## src/rtl/hazard_sched_pkg.sv

```systemverilog
// Shared constants and types for the pipeline hazard scheduler.
// Holds operand-use sentinels, forwarding select encodings and multiply/divide latencies.
package hazard_sched_pkg;

    localparam logic [1:0] TUSE_NONE = 2'd3;

    localparam int MULT_CYCLES_DEF = 5;
    localparam int DIV_CYCLES_DEF  = 10;
    localparam int CNT_W_DEF       = 4;

    typedef enum logic [1:0] {
        FWD_RF = 2'd0,
        FWD_E  = 2'd1,
        FWD_M  = 2'd2
    } fwd_sel_e;

endpackage

```

## src/rtl/hazard_sched_md_busy_cnt.sv

```systemverilog
// Multiply/divide busy-time model: a down counter loaded when a mult/div leaves E.
// md_busy stays high for exactly the programmed latency after the start edge.
module md_busy_cnt
    import hazard_sched_pkg::*;
#(
    parameter int MULT_CYCLES = MULT_CYCLES_DEF,
    parameter int DIV_CYCLES  = DIV_CYCLES_DEF,
    parameter int CNT_W       = CNT_W_DEF
) (
    input  logic clk,
    input  logic reset,
    input  logic start,
    input  logic div,
    output logic md_busy
);

    logic [CNT_W-1:0] cnt;

    // A start while still busy simply reloads: the most recent operation wins.
    always_ff @(posedge clk) begin
        if (reset) begin
            cnt <= '0;
        end else if (start) begin
            cnt <= div ? CNT_W'(DIV_CYCLES) : CNT_W'(MULT_CYCLES);
        end else if (cnt != '0) begin
            cnt <= cnt - CNT_W'(1);
        end
    end

    assign md_busy = (cnt != '0);

endmodule

```

## src/rtl/hazard_sched.sv

```systemverilog
// Stall/flush scheduler and D-stage forwarding select for the 5-stage MIPS pipeline.
// Optional macro HAZARD_STALL_STAT_EN adds a free-running 32-bit stall cycle counter.
module hazard_sched
    import hazard_sched_pkg::*;
#(
    parameter int MULT_CYCLES = MULT_CYCLES_DEF,
    parameter int DIV_CYCLES  = DIV_CYCLES_DEF,
    parameter int CNT_W       = CNT_W_DEF
) (
    input  logic        clk,
    input  logic        reset,
    input  logic [4:0]  D_rs,
    input  logic [4:0]  D_rt,
    input  logic [1:0]  D_tuse_rs,
    input  logic [1:0]  D_tuse_rt,
    input  logic        D_is_md,
    input  logic [4:0]  E_wa,
    input  logic [1:0]  E_tnew,
    input  logic        E_md_start,
    input  logic        E_md_div,
    input  logic [4:0]  M_wa,
    input  logic [1:0]  M_tnew,
    output logic        pc_en,
    output logic        fd_en,
    output logic        de_flush,
    output logic        md_busy,
    output logic [1:0]  D_fwd_rs,
    output logic [1:0]  D_fwd_rt,
    output logic [31:0] stall_cnt
);

    logic     e_match_rs, e_match_rt, m_match_rs, m_match_rt;
    logic     stall_rs, stall_rt, stall_md, stall;
    fwd_sel_e fwd_rs, fwd_rt;

    md_busy_cnt #(
        .MULT_CYCLES (MULT_CYCLES),
        .DIV_CYCLES  (DIV_CYCLES),
        .CNT_W       (CNT_W)
    ) u_md_busy_cnt (
        .clk     (clk),
        .reset   (reset),
        .start   (E_md_start),
        .div     (E_md_div),
        .md_busy (md_busy)
    );

    // $zero is never a real producer, so it cannot match.
    assign e_match_rs = (D_rs != 5'd0) && (E_wa == D_rs);
    assign e_match_rt = (D_rt != 5'd0) && (E_wa == D_rt);
    assign m_match_rs = (D_rs != 5'd0) && (M_wa == D_rs);
    assign m_match_rt = (D_rt != 5'd0) && (M_wa == D_rt);

    assign stall_rs = (e_match_rs && (E_tnew > D_tuse_rs)) ||
                      (m_match_rs && (M_tnew > D_tuse_rs));
    assign stall_rt = (e_match_rt && (E_tnew > D_tuse_rt)) ||
                      (m_match_rt && (M_tnew > D_tuse_rt));
    assign stall_md = D_is_md && (md_busy || E_md_start);
    assign stall    = stall_rs | stall_rt | stall_md;

    assign pc_en    = ~stall;
    assign fd_en    = ~stall;
    assign de_flush = stall;

    // The younger producer (E) wins when both stages write the same register.
    always_comb begin
        fwd_rs = FWD_RF;
        fwd_rt = FWD_RF;
        if (e_match_rs && (E_tnew == 2'd0)) begin
            fwd_rs = FWD_E;
        end else if (m_match_rs && (M_tnew == 2'd0)) begin
            fwd_rs = FWD_M;
        end
        if (e_match_rt && (E_tnew == 2'd0)) begin
            fwd_rt = FWD_E;
        end else if (m_match_rt && (M_tnew == 2'd0)) begin
            fwd_rt = FWD_M;
        end
    end

    assign D_fwd_rs = fwd_rs;
    assign D_fwd_rt = fwd_rt;

`ifdef HAZARD_STALL_STAT_EN
    logic [31:0] stall_cnt_q;

    always_ff @(posedge clk) begin
        if (reset) begin
            stall_cnt_q <= '0;
        end else if (stall) begin
            stall_cnt_q <= stall_cnt_q + 32'd1;
        end
    end

    assign stall_cnt = stall_cnt_q;
`else
    assign stall_cnt = '0;
`endif

endmodule

```

## config.mk

```make
export PLATFORM = sky130hd
export DESIGN_NAME = hazard_sched
export DESIGN_NICKNAME = d
export VERILOG_FILES = /design/src/rtl/hazard_sched_pkg.sv /design/src/rtl/hazard_sched_md_busy_cnt.sv /design/src/rtl/hazard_sched.sv
export SDC_FILE = /design/constraint.sdc
export NUM_CORES = 1
export LEC_CHECK = 0
export ABC_AREA = 1
export BUFFER_PORTS_ARGS = -buffer_cell sky130_fd_sc_hd__buf_2
export CAP_MARGIN = 20
export CORE_MARGIN = 4
export CORE_UTILIZATION = 38
export DETAILED_ROUTE_END_ITERATION = 10
export PLACE_DENSITY = 0.77
export SYNTH_ARGS = -nofsm -noshare
export SYNTH_HDL_FRONTEND = slang
export SYNTH_HIERARCHICAL = 1
export SYNTH_SLANG_ARGS = --single-unit
```

## constraint.sdc

```tcl
create_clock -name clk -period 1 [get_ports clk]
set_input_delay 0.05 -clock clk [delete_from_list [all_inputs] [get_ports clk]]
set_output_delay 0.05 -clock clk [all_outputs]
set_load 0.05 [all_outputs]
```

Word-level counts from Yosys, hierarchy flattened
Index checks and enable logic that the tools add are counted.

Bits in registers: 4. Bits of input ports: 33. Output and inout bits: 40. Word-level logic and storage cells: 42.

Add/sub/neg operators: 1. Magnitude comparators: 4. Equality and inequality tests: 4. Muxes and demuxes: 7. Bitwise operators: 3. Reductions and logical operators: 22.

Operators by type and width (number): $eq 5x5->1 (4); $logic_and 1x1->1 (13); $mux 4 (3); $reduce_bool 5->1 (2); $gt 2x2->1 (4); $mux 2 (4); $logic_not 2->1 (2); $reduce_bool 4->1 (1); $sub 4x1->4 const B (1); $logic_or 1x1->1 (3); $or 1x1->1 (2); $reduce_bool 2->1 (1); $not 1->1 (1).

Logic depth before layout (Yosys ltp)
Gate-level depths: netlist of the first run.

Depth after elaboration: 7. Mapped depth: 10. Mapped depth without buffers: 10.

Modules after synthesis
The synthesis of the first run kept the hierarchy.

By module, submodules not included: hazard_sched (instances 1, cells an instance 139, area each 850.8 µm², seq. area each 0.0 µm²); md_busy_cnt (instances 1, cells an instance 40, area each 249.0 µm², seq. area each 80.1 µm²).

Least setup slack after synthesis of the first run
No wires, ideal clock.

Path kind: reg-to-output. Start: register u_md_busy_cnt.cnt[0]. End: output port pc_en. Data arrival time: 2.319 ns. Required time: 0.950 ns. Setup slack: -1.369 ns. Stages on the path, launching flop included: 8. Path buffers: 1. Cell sequence: dfxtp_1 -> inv_1 -> ha_1 -> nand2_1 -> o21ai_0 -> nand3_1 -> nor2_1 -> buf_4.

Longest elaborated chain between the ends: 5.

Ends and longest elaborated chain: from (decl) (line hazard_sched_md_busy_cnt.sv:17) `logic [CNT_W-1:0] cnt;`; from (signal assigned) (line hazard_sched_md_busy_cnt.sv:24) `cnt <= div ? CNT_W'(DIV_CYCLES) : CNT_W'(MULT_CYCLES);`; from (signal assigned) (line hazard_sched_md_busy_cnt.sv:26) `cnt <= cnt - CNT_W'(1);`; $reduce_bool 4->1 (line hazard_sched_md_busy_cnt.sv:30) `assign md_busy = (cnt != '0);`; via md_busy (line hazard_sched.sv:26) `output logic md_busy,`; $logic_or 1x1->1 (line hazard_sched.sv:58) `assign stall_md = D_is_md && (md_busy || E_md_start);`; $logic_and 1x1->1 (line hazard_sched.sv:58); $or 1x1->1 (line hazard_sched.sv:59) `assign stall = stall_rs | stall_rt | stall_md;`; $not 1->1; to (decl) (line hazard_sched.sv:23) `output logic pc_en,`.

The timed path passes the listed nets, and every way through them passes these cells.

Worst setup path after layout of the first run
Start: register u_md_busy_cnt.cnt[1]. End: output port fd_en.

Longest elaborated chain between the ends: 5.

Ends and longest elaborated chain: $reduce_bool 4->1 (line hazard_sched_md_busy_cnt.sv:30); $logic_or 1x1->1 (line hazard_sched.sv:58); $logic_and 1x1->1 (line hazard_sched.sv:58); $or 1x1->1 (line hazard_sched.sv:59); $not 1->1 (line hazard_sched.sv:62) `assign fd_en = ~stall;`; to (decl) (line hazard_sched.sv:24) `output logic fd_en,`.

Every way passes these cells.

==> results of run 1 <==
-- repair_timing --
| action | CTS | global route |
|---|---|---|
| buffers inserted | 2 | 3 |
| gates resized for setup | 33 | 59 |
| pin swaps | 16 | 17 |
| endpoints found under the setup margin | 12 | 12 |
-- layer usage --
layer	up-vias	wire length, um	part of all wire [%]
li1	591	-	-
met1	511	1070	36
met2	53	1640	55
met3	6	216	7.3
met4	0	57	1.9
met5	-	0	0
-- cell families after synthesis --
kind of cell	count (synthesis)	synth area share (%)
DFF	4	7.28
other	1	0.341
and+or+nand+nor	74	30.0
adders and majority gates	10	11.4
AOI/OAI and AO/OA	11	5.01
buffers and inverters	62	32.4
xor gates and xnor gates	17	13.5
-- cell type report --
type	count	area, um^2	area share [%]
multi-input combinational	144	983	56.9
timing repair buffer	52	485	28.1
inverter	29	114	6.59
clock buffer	3	22.5	1.30
tap	31	38.8	2.24
sequential	4	83.8	4.85
-- power groups by stage --
stage,combinational [mW],clock (mW),sequential [mW]
final,1.27,0.206,0.202
after global routing,1.37,0.227,0.204
after CTS,1.13,0.216,0.200
after detailed placement,1.01,0,0.202
after global placement,0.997,0,0.201
after floorplan,0.857,0,0.204
-- layout by cell type (no fill, tap or decap), types with 3 or more instances in the layout --
cell	Yosys	final
conb_1	1	32
nand2_1	35	27
inv_1	26	21
buf_2	0	16
buf_6	0	16
xnor2_1	15	10
buf_8	0	10
buf_4	33	10
nor2_2	6	9
nor2_1	18	8
a21oi_1	8	8
ha_1	10	8
nor2_4	0	7
nand2_2	0	7
nand3_2	3	7
inv_2	3	6
xnor2_2	0	5
nand3_1	9	4
clkbuf_4	0	3
dfxtp_2	0	3
-- path summary, 6_finish.rpt --
check	slack, ps	endpoint	cells after the start
max	-400	fd_en	7
min	120	u_md_busy_cnt/cnt[0]$_SDFFE_PP0P_	4
max reg2reg	-320	u_md_busy_cnt/cnt[1]$_SDFFE_PP0P_	9
min reg2reg	620	u_md_busy_cnt/cnt[1]$_SDFFE_PP0P_	3
-- per-stage QoR --
step	util (%)	hold slack (ps)	worst slack, ps	setup TNS [ps]	cell area [um^2]
finish	62.7	116	-404	-2510	1730
global route	62.7	133	-499	-3120	1730
CTS	55.1	84.7	-423	-1920	1520
detailed placement	49.3	340	-359	-1600	1360
global placement	49.3	333	-334	-1450	1360
floorplan	-	211	-462	-907	1300
-- tightest hold or removal path: cells and delay by family --
kind | cells | cell delay (ps)
buffers and inverters | 2 | 150
AO/OA/AOI/OAI | 1 | 70
AND/OR/NAND/NOR | 1 | 40
==> flow_metrics.env, run 1 <==
export IMPL_run_status="complete, but fails checks"
export IMPL_violations="setup timing"
export IMPL_power_switching_fraction_pct=51.8
export IMPL_leakage_nw=0.929
export IMPL_overall_die_area_um2=3820
export IMPL_vdd_ir_drop_max_uv=671
export IMPL_report_final_setup_viol=10
export IMPL_groute_layer_met1_usage_pct=16.5
export IMPL_antenna_found_initial=0
export IMPL_hold_viol=0
export IMPL_start_kind="flip-flop"
export IMPL_timing_critical_path_max_delay_family="flip-flops"
export IMPL_timing_critical_path_slowest_cell_delay_ps=320
export IMPL_placementRows=19
export IMPL_crit_path_cell_trace="inv_2 > ha_4 > nand2_8 > o21ai_4 > nand3_2 > nor2_4 > buf_8"
export IMPL_port_buffer_count=40
export IMPL_cts_root_buffer="clkbuf_4"
export IMPL_worstPathArrival_ps=1350
export IMPL_period_share_pct=140
export IMPL_synth_cells=179
export IMPL_setup_ws_ps=-404
export IMPL_largest_register_ffs=4
export IMPL_comb_power_share_pct=75.7
export IMPL_fin_nets=277
export IMPL_place_congestion=0.820
export IMPL_synth_top_cells_by_count="35 x nand2_1, 33 x buf_4, 26 x inv_1"
export IMPL_dp_hpwl_um=2150
export IMPL_crit_slowest_cell="dfxtp_2"
export IMPL_synth_seq_cells=4
export IMPL_worstHoldStart="reset"
export IMPL_drt_pre_antenna_iters=4
export IMPL_reg_largest_list="u_md_busy_cnt/cnt: 4 flops"
export IMPL_clockPowerShare_pct=12.2
export IMPL_detail_route_drc_violations=0
export IMPL_grt_usage_pct=13.6
export IMPL_grt_met3_usage_pct=1.45
export IMPL_syn_area_per_cell_um2=6.14
export IMPL_place_inst=257
export IMPL_global_route_wire_length_before_repair_um=3960
export IMPL_design_power_total_mw=1.68
export IMPL_antenna_cells_inserted=0
export IMPL_fillCellCount=234
export IMPL_final_std_cells_w_o_fill=263
export IMPL_placeableCoreArea_um2=2760
export IMPL_power_density_nw_per_um2=973
export IMPL_synth_seq_area_share_pct=7.28
export IMPL_detail_route_antenna_nets=0
export IMPL_ys_types=17
export IMPL_average_wire_per_standard_cell_um=11.3
export IMPL_cap_viol_max_count=0
export IMPL_grt_start_max_net_pins=6
export IMPL_report_final_slew_viol_count=0
export IMPL_globalRoute_busiestLayer="met2"
export IMPL_power_switching_mw=0.870
export IMPL_numCtsBuffers=3
export IMPL_finClkSkew_ps=5.08
export IMPL_critPathLaunch="u_md_busy_cnt/cnt[1]$_SDFFE_PP0P_"
export IMPL_power_internal_mw=0.811
export IMPL_vias_per_cell=4.41
export IMPL_synth_edf_count=0
export IMPL_final_wirelength_um=2980
export IMPL_async_reset_ff_share_pct=0
export IMPL_synth_top_cells_by_area="buf_4 23%, nand2_1 12%, xnor2_1 12%"
export IMPL_area_delta_synth_final_pct=57.1
export IMPL_clk_insertion_delay_late_ps=240
export IMPL_synth_most_common_cell="nand2_1"
export IMPL_grt_ovfl_total=0
export IMPL_grt_util_met2_pct=24.1
export IMPL_synth_largest_type_area_fraction_pct=22.5
export IMPL_die_height_um=61.8
export IMPL_initial_utilization_pct=39.9
export IMPL_timing_rr_start="u_md_busy_cnt/cnt[2]$_SDFFE_PP0P_"
export IMPL_critPathMaxFanout=2
export IMPL_holdCritPathClass="primary input to flip-flop"
export IMPL_drive_above_1_share_pct=46.6
export IMPL_synth_top_flop_cell="dfxtp_1"
export IMPL_route_vias_total=1161
export IMPL_synth_area_leader_cell="buf_4"
export IMPL_finalCriticalPeriod_ps=1400
export IMPL_clk_pin_slew_worst_paths_ps=40
export IMPL_max_clock_freq_mhz=712
export IMPL_critical_path_endpoint_type="primary output"
export IMPL_grt_setup_unrepaired="yes"
export IMPL_drt_first_iter_violations=26
export IMPL_critical_path_buf_inv_count=2
export IMPL_cts_hold_buf=0
export IMPL_crit_required_ps=950
export IMPL_die_width_um=61.8
export IMPL_pwr_share_seq_pct=12.0
export IMPL_io_pin_count=73
export IMPL_cts_htree_levels=1
export IMPL_top_register="u_md_busy_cnt/cnt"
export IMPL_number_of_synthesis_warnings=6
export IMPL_clock_sinks=4
export IMPL_post_synth_instance_area_um2=1100
export IMPL_grt_pass1_vias=953
export IMPL_setup_worst_path_class="flip-flop to primary output"
export IMPL_cts_tree="yes"
export IMPL_ctsLongestPathBuffers=2
(Power assumes the default switching activity.)
==> inputs of run 2 (changes only) <==
CORE_UTILIZATION = 30   (was 38)
PLACE_DENSITY = unset   (was 0.77)
==> flow_metrics.env, run 2 (synthesized netlist as in run 1, its figures left out) <==
export IMPL_die_width_um=68.5
export IMPL_dp_hpwl_um=2160
export IMPL_grt_usage_pct=11.2
export IMPL_placementRows=21
export IMPL_clock_sinks=4
export IMPL_rr_worst_depth=8
export IMPL_leakage_nw=0.960
export IMPL_clk_insertion_delay_late_ps=220
export IMPL_drive_above_1_share_pct=49.4
export IMPL_power_density_nw_per_um2=1000
export IMPL_r2r_setup_slack_ps=-150
export IMPL_leading_cell_type_in_the_layout_fill_and_taps_excluded="conb_1"
export IMPL_place_inst=271
export IMPL_start_kind="flip-flop"
export IMPL_hold_path_depth=4
export IMPL_placeableCoreArea_um2=3440
export IMPL_critPathMaxFanout=2
export IMPL_worstHoldStart="reset"
export IMPL_final_std_cells_w_o_fill=277
export IMPL_initial_utilization_pct=32.0
export IMPL_average_wire_per_standard_cell_um=10.0
export IMPL_cap_viol_max_count=0
export IMPL_cts_root_buffer="clkbuf_8"
export IMPL_finalCriticalPeriod_ps=1390
export IMPL_final_core_utilization_pct=52.8
export IMPL_area_delta_synth_final_pct=65.3
export IMPL_global_route_wire_length_before_repair_um=4060
export IMPL_final_wirelength_um=2770
export IMPL_detail_route_antenna_nets=0
export IMPL_largest_register_ffs=4
export IMPL_min_delay_worst_endpoint="u_md_busy_cnt/cnt[1]$_SDFFE_PP0P_"
export IMPL_holdCritPathClass="primary input to flip-flop"
export IMPL_overall_die_area_um2=4700
export IMPL_cts_tree="yes"
export IMPL_ctsLongestPathBuffers=2
export IMPL_cts_htree_levels=1
export IMPL_grt_start_max_net_pins=6
export IMPL_most_frequent_cells_in_the_layout="32 x conb_1, 24 x nand2_1, 21 x inv_1"
export IMPL_setup_ws_ps=-393
export IMPL_ff_latch_area_um2=82.6
export IMPL_violations="setup timing"
export IMPL_report_final_slew_viol_count=0
export IMPL_multi_input_comb_area_um2=1070
export IMPL_detail_route_drc_violations=0
export IMPL_antenna_cells_inserted=0
export IMPL_grt_ovfl_total=0
export IMPL_fin_nets=276
export IMPL_hold_viol=0
export IMPL_crit_required_ps=950
export IMPL_grt_pass1_vias=998
export IMPL_vdd_ir_drop_max_uv=298
export IMPL_r2r_end="u_md_busy_cnt/cnt[2]$_SDFFE_PP0P_"
export IMPL_grt_setup_unrepaired="yes"
export IMPL_drt_first_iter_violations=19
export IMPL_finClkSkew_ps=2.82
export IMPL_report_final_setup_viol=8
export IMPL_timing_rr_start="u_md_busy_cnt/cnt[0]$_SDFFE_PP0P_"
export IMPL_run_status="complete, but fails checks"
export IMPL_max_clock_freq_mhz=718
export IMPL_numCtsBuffers=3
export IMPL_reg_largest_list="u_md_busy_cnt/cnt: 4 flops"
export IMPL_worstPathArrival_ps=1340
export IMPL_die_height_um=68.5
export IMPL_clk_pin_slew_worst_paths_ps=30
export IMPL_fillCellCount=375
export IMPL_top_register="u_md_busy_cnt/cnt"
export IMPL_vias_per_cell=4.08
export IMPL_critical_path_endpoint_type="primary output"
export IMPL_drt_pre_antenna_iters=4
export IMPL_setup_worst_path_class="flip-flop to primary output"
export IMPL_io_pin_count=73
export IMPL_route_vias_total=1129
export IMPL_place_congestion=0.792
export IMPL_period_share_pct=139
export IMPL_port_buffer_count=40
export IMPL_antenna_found_initial=0
==> run 2: changes by cell type in the layout (fill, tap and decap cells not counted), moves of 3 or more <==
cell      change
xnor2_2       +3
nand2_2       +3
nand2_1       -3
xnor2_1       -6
xnor2_4       +3
clkbuf_8      +3
buf_8         -5
clkbuf_4      -3
==> run 2: worst max path at each step <==
stage / start / end / cells after the start / slack (ps)
6_report: u_md_busy_cnt/cnt[1]$_SDFFE_PP0P_ / de_flush / 8 / -390
5_1_grt: u_md_busy_cnt/cnt[1]$_SDFFE_PP0P_ / de_flush / 8 / -440
4_1_cts: u_md_busy_cnt/cnt[0]$_SDFFE_PP0P_ / de_flush / 8 / -410
3_5_place_dp: D_tuse_rt[1] / fd_en / 11 / -400
3_3_place_gp: D_tuse_rt[1] / pc_en / 11 / -350
2_1_floorplan: u_md_busy_cnt/cnt[1]$_SDFFE_PP0P_ / pc_en / 7 / -460
==> run 2: final cells by class <==
cell class / instances / share of cell area (%)
repair buffers: 51 / 25.1
flip-flops and latches: 4 / 4.54
well taps: 46 / 3.17
multi-input cells: 144 / 58.8
inverters: 29 / 6.13
clock buffers: 3 / 2.27
==> run 2: metrics by stage <==
stage	hold WS [ps]	power [mW]	TNS, ps	setup slack [ps]	instance area [um^2]
after detailed placement	344	1.20	-1770	-401	1370
after floorplan	211	1.06	-907	-462	1300
after CTS	132	1.68	-1810	-410	1590
after global placement	337	1.19	-1650	-350	1370
after global routing	155	1.95	-2350	-444	1820
final	140	1.82	-1860	-393	1820
==> run 2: power by group <==
group	internal, mW	total (mW)	switching [mW]
clock network	0.257	0.345	0.0876
registers	0.185	0.203	0.0184
logic	0.493	1.27	0.781
total	0.935	1.82	0.887
==> run 2: worst max-delay path: stages, from the launching register on <==
cell and delay [ps]:
dfxtp_2 310, inv_2 70, ha_4 160, nand2_8 50, o21ai_4 140, nand2_1 60
nor2_1 110, nand2_2 70, buf_6 150
==> run 2: metal layers <==
| metal | up-vias | share of wire, % | GRT usage, % |
|---|---|---|---|
| li1 | 583 | - | - |
| met1 | 498 | 40 | 14.8 |
| met2 | 46 | 53 | 18.7 |
| met3 | 2 | 6.9 | 1.30 |
| met4 | 0 | 0.58 | 3.72 |
| met5 | - | 0 | 0 |
==> run 2: repair_timing <==
item | 4_1_cts | 5_1_grt
gates resized for setup | 43 | 53
endpoints found under the setup margin | 12 | 12
setup buffers | 2 | 1
hold buffers | 0 | 0
pin swaps | 21 | 26
==> inputs of run 3 (changes only) <==
REMOVE_ABC_BUFFERS = 1   (was unset)
==> flow_metrics.env, run 3 (synthesized netlist as in run 1, its figures left out) <==
export IMPL_global_route_wire_length_before_repair_um=4020
export IMPL_grt_pass1_vias=1008
export IMPL_cts_htree_levels=1
export IMPL_critical_path_endpoint_type="primary output"
export IMPL_period_share_pct=138
export IMPL_clock_sinks=4
export IMPL_clk_insertion_delay_late_ps=220
export IMPL_cts_root_buffer="clkbuf_8"
export IMPL_run_status="complete, but fails checks"
export IMPL_top_register="u_md_busy_cnt/cnt"
export IMPL_clk_pin_slew_worst_paths_ps=30
export IMPL_area_delta_synth_final_pct=50.3
export IMPL_hold_viol=0
export IMPL_finalCriticalPeriod_ps=1380
export IMPL_antenna_found_initial=0
export IMPL_port_buffer_count=40
export IMPL_violations="setup timing"
export IMPL_start_kind="flip-flop"
export IMPL_die_height_um=68.5
export IMPL_max_clock_freq_mhz=724
export IMPL_route_vias_total=1098
export IMPL_grt_ovfl_total=0
export IMPL_fin_nets=273
export IMPL_dpl_cell_area_um2=1290
export IMPL_reg_largest_list="u_md_busy_cnt/cnt: 4 flops"
export IMPL_fillCellCount=353
export IMPL_leading_cell_type_in_the_layout_fill_and_taps_excluded="conb_1"
export IMPL_crit_required_ps=950
export IMPL_antenna_cells_inserted=0
export IMPL_cts_tree="yes"
export IMPL_post_route_cell_area_um2=1650
export IMPL_design_power_total_mw=1.68
export IMPL_numCtsBuffers=3
export IMPL_cts_hold_buf=0
export IMPL_holdCritPathClass="primary input to flip-flop"
export IMPL_overall_die_area_um2=4700
export IMPL_timing_critical_path_slowest_cell_delay_ps=300
export IMPL_average_wire_per_standard_cell_um=9.97
export IMPL_final_std_cells_w_o_fill=274
export IMPL_power_density_nw_per_um2=1020
export IMPL_setup_total_negative_slack_ps=-1320
export IMPL_grt_usage_pct=11.4
export IMPL_die_width_um=68.5
export IMPL_grt_start_max_net_pins=6
export IMPL_drive_above_1_share_pct=44.7
export IMPL_place_congestion=0.788
export IMPL_placementRows=21
export IMPL_ctsLongestPathBuffers=2
export IMPL_grt_setup_unrepaired="yes"
export IMPL_detail_route_drc_violations=0
export IMPL_vdd_ir_drop_max_uv=617
export IMPL_most_frequent_cells_in_the_layout="32 x conb_1, 29 x nand2_1, 20 x inv_1"
export IMPL_io_pin_count=73
export IMPL_worstPathArrival_ps=1330
export IMPL_crit_slowest_cell="dfxtp_2"
export IMPL_cap_viol_max_count=0
export IMPL_final_wirelength_um=2730
export IMPL_detail_route_antenna_nets=0
export IMPL_initial_utilization_pct=32.0
export IMPL_setup_ws_ps=-381
export IMPL_largest_register_ffs=4
export IMPL_finClkSkew_ps=3.40
export IMPL_critPathMaxFanout=2
export IMPL_place_inst=271
export IMPL_vias_per_cell=4.01
export IMPL_placeableCoreArea_um2=3440
export IMPL_drt_pre_antenna_iters=4
export IMPL_leakage_nw=0.897
export IMPL_report_final_slew_viol_count=0
export IMPL_dp_hpwl_um=2230
export IMPL_crit_path_cell_trace="inv_2 > ha_4 > nand2_2 > o21ai_2 > nand3_1 > nor2_2 > buf_6"
export IMPL_setup_worst_path_class="flip-flop to primary output"
export IMPL_drt_first_iter_violations=10
export IMPL_report_final_setup_viol=9
run 3: cell types whose count changed in the layout (fill, tap and decap cells not counted), moves of 3 or more:
| cell | previous run | this run |
|---|---|---|
| nor2_2 | 7 | 13 |
| nand2_1 | 24 | 29 |
| nand2_2 | 10 | 6 |
| buf_6 | 18 | 15 |
| nor2_4 | 7 | 2 |
| xnor2_1 | 4 | 8 |
run 3: power by group:
| group | internal, mW | switching (mW) |
|---|---|---|
| logic | 0.420 | 0.727 |
| clock network | 0.256 | 0.0812 |
| registers | 0.185 | 0.0120 |
run 3: routing by layer:
layer	track usage [%]	vias up	share of wire, %
met3	1.78	3	8.2
li1	-	582	-
met2	20.6	49	49
met1	13.3	464	42
met4	4.47	0	0.88
met5	0	-	0
run 3: critical path, delay by kind of cell (launching register included):
kind,cells,cell delay [ps]
buf+inv,2,250
fa+ha+maj,1,130
flops,1,300
simple gates,3,290
compound gates,1,130
run 3: repair_timing:
item	4_1_cts	5_1_grt
endpoints found under the setup margin	12	12
pin swaps	34	31
setup buffers	2	1
gates resized for setup	65	28
hold endpoints to repair	0	0
run 3: area by class of cell:
type | instances | area, um^2 | share of cell area, %
multi-input cells | 144 | 951 | 57.5
repair buffers | 48 | 409 | 24.8
inverters | 29 | 111 | 6.74
flip-flops and latches | 4 | 82.6 | 5.00
well taps | 46 | 57.6 | 3.48
clock buffers | 3 | 41.3 | 2.50
run 3: path summary, 6_finish.rpt:
check | from | endpoint | slack [ps] | depth (start not counted)
worst max-delay path | u_md_busy_cnt/cnt[0]$_SDFFE_PP0P_ | pc_en | -380 | 7
worst max register to register | u_md_busy_cnt/cnt[0]$_SDFFE_PP0P_ | u_md_busy_cnt/cnt[2]$_SDFFE_PP0P_ | -40 | 7
worst min register to register | u_md_busy_cnt/cnt[1]$_SDFFE_PP0P_ | u_md_busy_cnt/cnt[1]$_SDFFE_PP0P_ | 560 | 3
worst min-delay path | reset | u_md_busy_cnt/cnt[1]$_SDFFE_PP0P_ | 130 | 4
run 3: through the flow:
step	setup WS, ps	hold WS (ps)	util [%]
2_1_floorplan	-1610	211	-
3_3_place_gp	-372	338	37.4
3_5_place_dp	-390	334	37.4
4_1_cts	-448	112	45.7
5_1_grt	-461	171	48.0
6_report	-381	130	48.0
